--- config.mk ---
export PLATFORM = sky130hd
export DESIGN_NAME = text_console_writer
export DESIGN_NICKNAME = d
export VERILOG_FILES = /design/src/rtl/text_console_writer_pkg.sv /design/src/rtl/text_console_writer.sv
export SDC_FILE = /design/constraint.sdc
export NUM_CORES = 1
export LEC_CHECK = 0
export BUFFER_PORTS_ARGS = -buffer_cell sky130_fd_sc_hd__buf_4
export CAP_MARGIN = 30
export CORE_ASPECT_RATIO = 1.5
export CORE_MARGIN = 5
export CORE_UTILIZATION = 60
export CTS_BUF_LIST = sky130_fd_sc_hd__clkbuf_8
export DETAILED_ROUTE_END_ITERATION = 7
export PLACE_DENSITY = 0.83
export SLEW_MARGIN = 20
export SYNTH_ARGS = -nofsm -noshare
export SYNTH_HDL_FRONTEND = slang
export SYNTH_SLANG_ARGS = --single-unit
--- constraint.sdc ---
create_clock -name clk -period 4.1 [get_ports clk]
set_input_delay 0.41 -clock clk [delete_from_list [all_inputs] [get_ports clk]]
set_output_delay 0.41 -clock clk [all_outputs]
set_load 0.01 [all_outputs]
--- src/rtl/text_console_writer_pkg.sv ---
// Shared console geometry, control-character codes and writer state encoding.
// Included by the text console writer and by anything that addresses the tile memory.
package text_console_writer_pkg;

  localparam int TXT_FONT_W = 8;
  localparam int TXT_COLS   = 20;
  localparam int TXT_ROWS   = 15;

  localparam int ASCII_BS    = 'h08;
  localparam int ASCII_LF    = 'h0A;
  localparam int ASCII_FF    = 'h0C;
  localparam int ASCII_CR    = 'h0D;
  localparam int ASCII_SPACE = 'h20;
  localparam int ASCII_TILDE = 'h7E;

  typedef enum logic [1:0] {
    ST_IDLE,
    ST_CLR_ALL,
    ST_CLR_LINE
  } wr_state_t;

endpackage

--- src/rtl/text_console_writer.sv ---
// Converts a valid/ready stream of ASCII codes into tile-memory write cycles,
// tracking a wrapping text cursor and running full-screen / single-line clears.
module text_console_writer
  import text_console_writer_pkg::*;
#(
  parameter int COLS       = TXT_COLS,
  parameter int ROWS       = TXT_ROWS,
  parameter int FONT_WIDTH = TXT_FONT_W,
  parameter int ADDR_W     = 9
) (
  input  logic                  clk,
  input  logic                  rst,
  input  logic [FONT_WIDTH-1:0] in_data,
  input  logic                  in_valid,
  output logic                  in_ready,
  output logic                  wr_en,
  output logic [ADDR_W-1:0]     wr_addr,
  output logic [FONT_WIDTH-1:0] wr_data,
  output logic [4:0]            cur_col,
  output logic [3:0]            cur_row,
  output logic                  busy
);

  localparam int CELLS = COLS * ROWS;
  // One extra bit so the clear index can reach CELLS even when CELLS == 2**ADDR_W.
  localparam int CNT_W = ADDR_W + 1;

  localparam logic [FONT_WIDTH-1:0] CH_SPACE = FONT_WIDTH'(ASCII_SPACE);
  localparam logic [FONT_WIDTH-1:0] CH_TILDE = FONT_WIDTH'(ASCII_TILDE);
  localparam logic [FONT_WIDTH-1:0] CH_BS    = FONT_WIDTH'(ASCII_BS);
  localparam logic [FONT_WIDTH-1:0] CH_LF    = FONT_WIDTH'(ASCII_LF);
  localparam logic [FONT_WIDTH-1:0] CH_FF    = FONT_WIDTH'(ASCII_FF);
  localparam logic [FONT_WIDTH-1:0] CH_CR    = FONT_WIDTH'(ASCII_CR);

  wr_state_t        state;
  logic [CNT_W-1:0] clr_idx;

  function automatic logic [ADDR_W-1:0] tile_addr(input logic [3:0] row,
                                                  input logic [CNT_W-1:0] col);
    return ADDR_W'(int'(row) * COLS + int'(col));
  endfunction

  function automatic logic [3:0] next_row(input logic [3:0] row);
    return (row == 4'(ROWS - 1)) ? 4'd0 : row + 4'd1;
  endfunction

  assign in_ready = (state == ST_IDLE) && !rst;

  always_ff @(posedge clk) begin
    if (rst) begin
      state   <= ST_CLR_ALL;
      clr_idx <= '0;
      cur_col <= '0;
      cur_row <= '0;
      wr_en   <= 1'b0;
      wr_addr <= '0;
      wr_data <= CH_SPACE;
      busy    <= 1'b1;
    end else begin
      wr_en <= 1'b0;
      unique case (state)
        // The terminal index issues no write, so busy stays high through the
        // cycle that presents the last clear write.
        ST_CLR_ALL: begin
          if (clr_idx == CNT_W'(CELLS)) begin
            state <= ST_IDLE;
            busy  <= 1'b0;
          end else begin
            wr_en   <= 1'b1;
            wr_addr <= clr_idx[ADDR_W-1:0];
            wr_data <= CH_SPACE;
            clr_idx <= clr_idx + 1'b1;
          end
        end

        ST_CLR_LINE: begin
          if (clr_idx == CNT_W'(COLS)) begin
            state <= ST_IDLE;
            busy  <= 1'b0;
          end else begin
            wr_en   <= 1'b1;
            wr_addr <= tile_addr(cur_row, clr_idx);
            wr_data <= CH_SPACE;
            clr_idx <= clr_idx + 1'b1;
          end
        end

        ST_IDLE: begin
          if (in_valid) begin
            if (in_data >= CH_SPACE && in_data <= CH_TILDE) begin
              wr_en   <= 1'b1;
              wr_addr <= tile_addr(cur_row, CNT_W'(cur_col));
              wr_data <= in_data;
              if (cur_col < 5'(COLS - 1)) begin
                cur_col <= cur_col + 5'd1;
              end else begin
                cur_col <= '0;
                cur_row <= next_row(cur_row);
                clr_idx <= '0;
                state   <= ST_CLR_LINE;
                busy    <= 1'b1;
              end
            end else begin
              case (in_data)
                CH_CR: cur_col <= '0;
                CH_LF: begin
                  cur_col <= '0;
                  cur_row <= next_row(cur_row);
                  clr_idx <= '0;
                  state   <= ST_CLR_LINE;
                  busy    <= 1'b1;
                end
                CH_BS: begin
                  if (cur_col != 5'd0) begin
                    cur_col <= cur_col - 5'd1;
                    wr_en   <= 1'b1;
                    wr_addr <= tile_addr(cur_row, CNT_W'(cur_col - 5'd1));
                    wr_data <= CH_SPACE;
                  end
                end
                CH_FF: begin
                  cur_col <= '0;
                  cur_row <= '0;
                  clr_idx <= '0;
                  state   <= ST_CLR_ALL;
                  busy    <= 1'b1;
                end
                default: ;
              endcase
            end
          end
        end

        default: begin
          state <= ST_IDLE;
          busy  <= 1'b0;
        end
      endcase
    end
  end

endmodule

==> flow_summary_export.csv <==
group,metric,value,unit
status,status,"complete, no violations",
sta,maxSlewHeadroom,40.5,%
sta,period_needed,3.43,ns
synth,syn_inst,380,
worst_setup_path,endpoint,"wr_addr[8]$_SDFFE_PP0P_",
synth,synthTopCellsByCount,"dfxtp_1, a21oi_1, nor2_1",
worst_setup_path,startpoint,"cur_row[3]$_SDFFE_PP0P_",
route,num_vias,3020,
sta,tns,0,ns
power,intPower,0.552,mW
synth,synth-edff-count,0,
placed_design,place_hpwl,6300,µm
sta,finalSetupViolCount,0,
synth,synth_seq_cells,40,
clock_tree,post_cts_buffers,0,
route,vias_per_cell,6.41,
finish,nFillCells,435,
finish,drive_gt1_share,16.4,%
power,comb_power_share,8.2,%
clock_tree,clk_pin_slew,0.08,ns
synth,yosysSeqAreaShare,25.9,%
placed_design,dp.cells,463,
worst_setup_path,critical-path-slowest-cell,"dfxtp_1",
finish,num-nets-final,440,
finish,area_growth_syn_to_layout,12.1,%
route,wl,8450,µm
worst_setup_path,reg2reg_depth,12,
synth,yosys.area.top_type,"dfxtp_1",
grt,first_global_vias,2904,
floorplan,core_region_area,5080,µm²
power,power.switching,0.191,mW
clock_tree,cts_buffers,5,
placed_design,place_area,3380,µm²
worst_setup_path,worst-setup-path-type,"register to register",
clock_tree,clock_latency,0.30,ns
grt,grt_pass1_wl,13900,µm
worst_setup_path,r2r-start,"cur_row[3]$_SDFFE_PP0P_",
power,power_leakage,1.39,nW
sta,fin_skew,0.00817,ns
sta,hold_violations,0,
worst_setup_path,cpMostUsedCell,"ha_1",
worst_setup_path,critPathTopFamily,"adder cells",
worst_setup_path,r2r_end,"wr_addr[8]$_SDFFE_PP0P_",
synth,yosysUniqueCellTypes,66,
route,dr.pass1.iters,5,
finish,antenna_cells,0,
synth,ys_warn_count,0,
power,p_clk_share,38.1,%
synth,synth_top_area_share,25.9,%
sta,max_clock_freq,291,MHz
power,ir_drop,0.204,mV
worst_setup_path,arrival,3.64,ns
route,drt-initial-drc-count,235,
finish,multi_input_area,2140,µm²
worst_setup_path,path_max_fanout,11,
worst_setup_path,worst-path-buf-inv,2,
grt,gr-total-overflow,0,
synth,synth_top_flop_cell,"dfxtp_1",
finish,finalInstanceArea,3470,µm²
grt,antenna_found_initial,0,
worst_setup_path,crit_path_start_kind,"register",
clock_tree,ctsHoldBuffers,0,
floorplan,die_y,98.0,µm
route,drtAntennaViolNets,0,
finish,fin_cells,471,
worst_setup_path,reg2reg_setup_slack,0.67,ns
floorplan,start_util,60.9,%
run,cap_violations,0,
clock_tree,root_buffer,"clkbuf_8",
sta,drv_slew,0,
worst_setup_path,cp.required,4.31,ns
synth,synth.area.top_cells,"dfxtp_1, ha_1, a21oi_1",
floorplan,rows,32,
power,powerDensity,214,nW/µm²
worst_setup_path,crit_cells,12,
clock_tree,htree_levels,2,
clock_tree,cts_resized,0,
route,drc,0,
clock_tree,cts_buffer_depth,2,
synth,async_reset_ff_share,0,%
placed_design,portBuffers,39,
synth,syn_area_per_cell,8.15,µm²
sta,rsz0062_at_grt,"no",
synth,synth_most_common_cell,"dfxtp_1",
synth,syn-num-nets,418,
floorplan,die_area,6730,µm²
worst_setup_path,worstPathCellList,"ha_1 -> ha_1 -> inv_1 -> fa_1 -> inv_1 -> ha_1 -> and2_1 -> a311o_1 -> a21oi_1 -> xnor2_1 -> mux2_2 -> a311oi_1",
clock_tree,tritoncts,"done",
power,sw_frac_of_total,25.7,%
synth,synth_area,3100,µm²
worst_setup_path,crit_path_end_kind,"register",
grt,track_usage,26.5,%
sta,min_period_over_period,83.7,%
clock_tree,cts.sinks,40,
floorplan,ios,40,
power,seqPwrFrac,53.7,%
sta,worst_pin_slew,0.886,ns
grt,grt_max_degree,36,
finish,seqCellArea,801,µm²
placed_design,place.gp.congestion,0.937,
route,wl_per_cell,17.9,µm
floorplan,die_x,68.7,µm
worst_setup_path,cpPeakStageDelay,0.52,ns
worst_hold_path,hp-class,"input pin to register",
finish,utilization,68.3,%
layout make-up:
cell class,count,share of cell area (%)
inverters,15,1.62
multi-input cells,300,61.5
repair buffers,40,8.65
flip-flops and latches,40,23.1
well taps,68,2.45
clock buffers,6,2.38
clock inverters,2,0.324
routing by layer:
| layer | share of wire, % | GRT usage, % | vias to the layer above |
|---|---|---|---|
| li1 | - | - | 1447 |
| met1 | 38 | 31.3 | 1422 |
| met2 | 51 | 44.4 | 120 |
| met3 | 6.2 | 3.11 | 31 |
| met4 | 4.4 | 14.7 | 0 |
| met5 | 0 | 0 | - |
power by group through the flow:
| stage | clock [mW] | combinational [mW] | sequential (mW) |
|---|---|---|---|
| floorplan | 0 | 0.0381 | 0.406 |
| global placement | 0 | 0.0587 | 0.408 |
| detailed placement | 0 | 0.0596 | 0.408 |
| CTS | 0.289 | 0.0601 | 0.399 |
| global route | 0.306 | 0.0664 | 0.400 |
| finish | 0.283 | 0.0607 | 0.399 |
tightest hold or removal path, delay by kind of cell:
family	cells	cell delay (ns)
buffers and inverters	1	0.12
and+or+nand+nor	1	0.06
AOI/OAI and AO/OA	1	0.06
stage by stage:
| step | total power, mW | hold WS (ns) | setup slack (ns) |
|---|---|---|---|
| CTS | 0.748 | 0.386 | 0.646 |
| finish | 0.742 | 0.395 | 0.667 |
| floorplan | 0.444 | 0.476 | 0.682 |
| global placement | 0.466 | 0.438 | 0.795 |
| detailed placement | 0.468 | 0.445 | 0.669 |
| global route | 0.772 | 0.422 | 0.420 |
cell usage in the layout (no fill, tap or decap), types with 5 or more instances in the layout:
cell type and n:
nor2_2 5, clkbuf_8 6, xor2_1 5, inv_1 16, nand3b_1 7, buf_4 40
a21o_1 7, nand3_1 15, o21ai_0 15, nor3_1 8, a21oi_1 35, o21bai_1 5
ha_1 23, dfxtp_1 40, nor2_1 29, xnor2_1 20, a211oi_1 11, nand2_1 26
flip-flops by register name (all words and copies together) (netlist names):
signal   count
cur_row      4
cur_col      5
wr_en        1
state        2
clr_idx     10
wr_data      8
busy         1
wr_addr      9
kinds of logic (layout without fill, tap and decap cells):
| group | count (synthesis) | in the layout | share of synthesized area, % |
|---|---|---|---|
| adders and majority gates | 27 | 27 | 11.9 |
| muxes | 3 | 3 | 1.01 |
| and+or+nand+nor | 130 | 130 | 24.2 |
| AOI/OAI and AO/OA | 115 | 115 | 24.8 |
| DFF | 40 | 40 | 25.9 |
| xor gates and xnor gates | 25 | 25 | 7.07 |
| buffers and inverters | 40 | 63 | 5.17 |
worst min-delay path by stage:
stage / startpoint / cells after the start / slack, ns / endpoint
after floorplan: wr_data[0]$_SDFFE_PP0P_ / 2 / 0.48 / wr_data[0]$_SDFFE_PP0P_
after global placement: wr_data[0]$_SDFFE_PP0P_ / 2 / 0.44 / wr_data[0]$_SDFFE_PP0P_
after detailed placement: wr_data[6]$_SDFFE_PP0P_ / 2 / 0.44 / wr_data[6]$_SDFFE_PP0P_
after CTS: in_data[4] / 3 / 0.39 / wr_data[4]$_SDFFE_PP0P_
after global routing: in_data[0] / 3 / 0.42 / wr_data[0]$_SDFFE_PP0P_
final: in_data[4] / 3 / 0.40 / wr_data[4]$_SDFFE_PP0P_
Power figures use the tool's default switching activity.
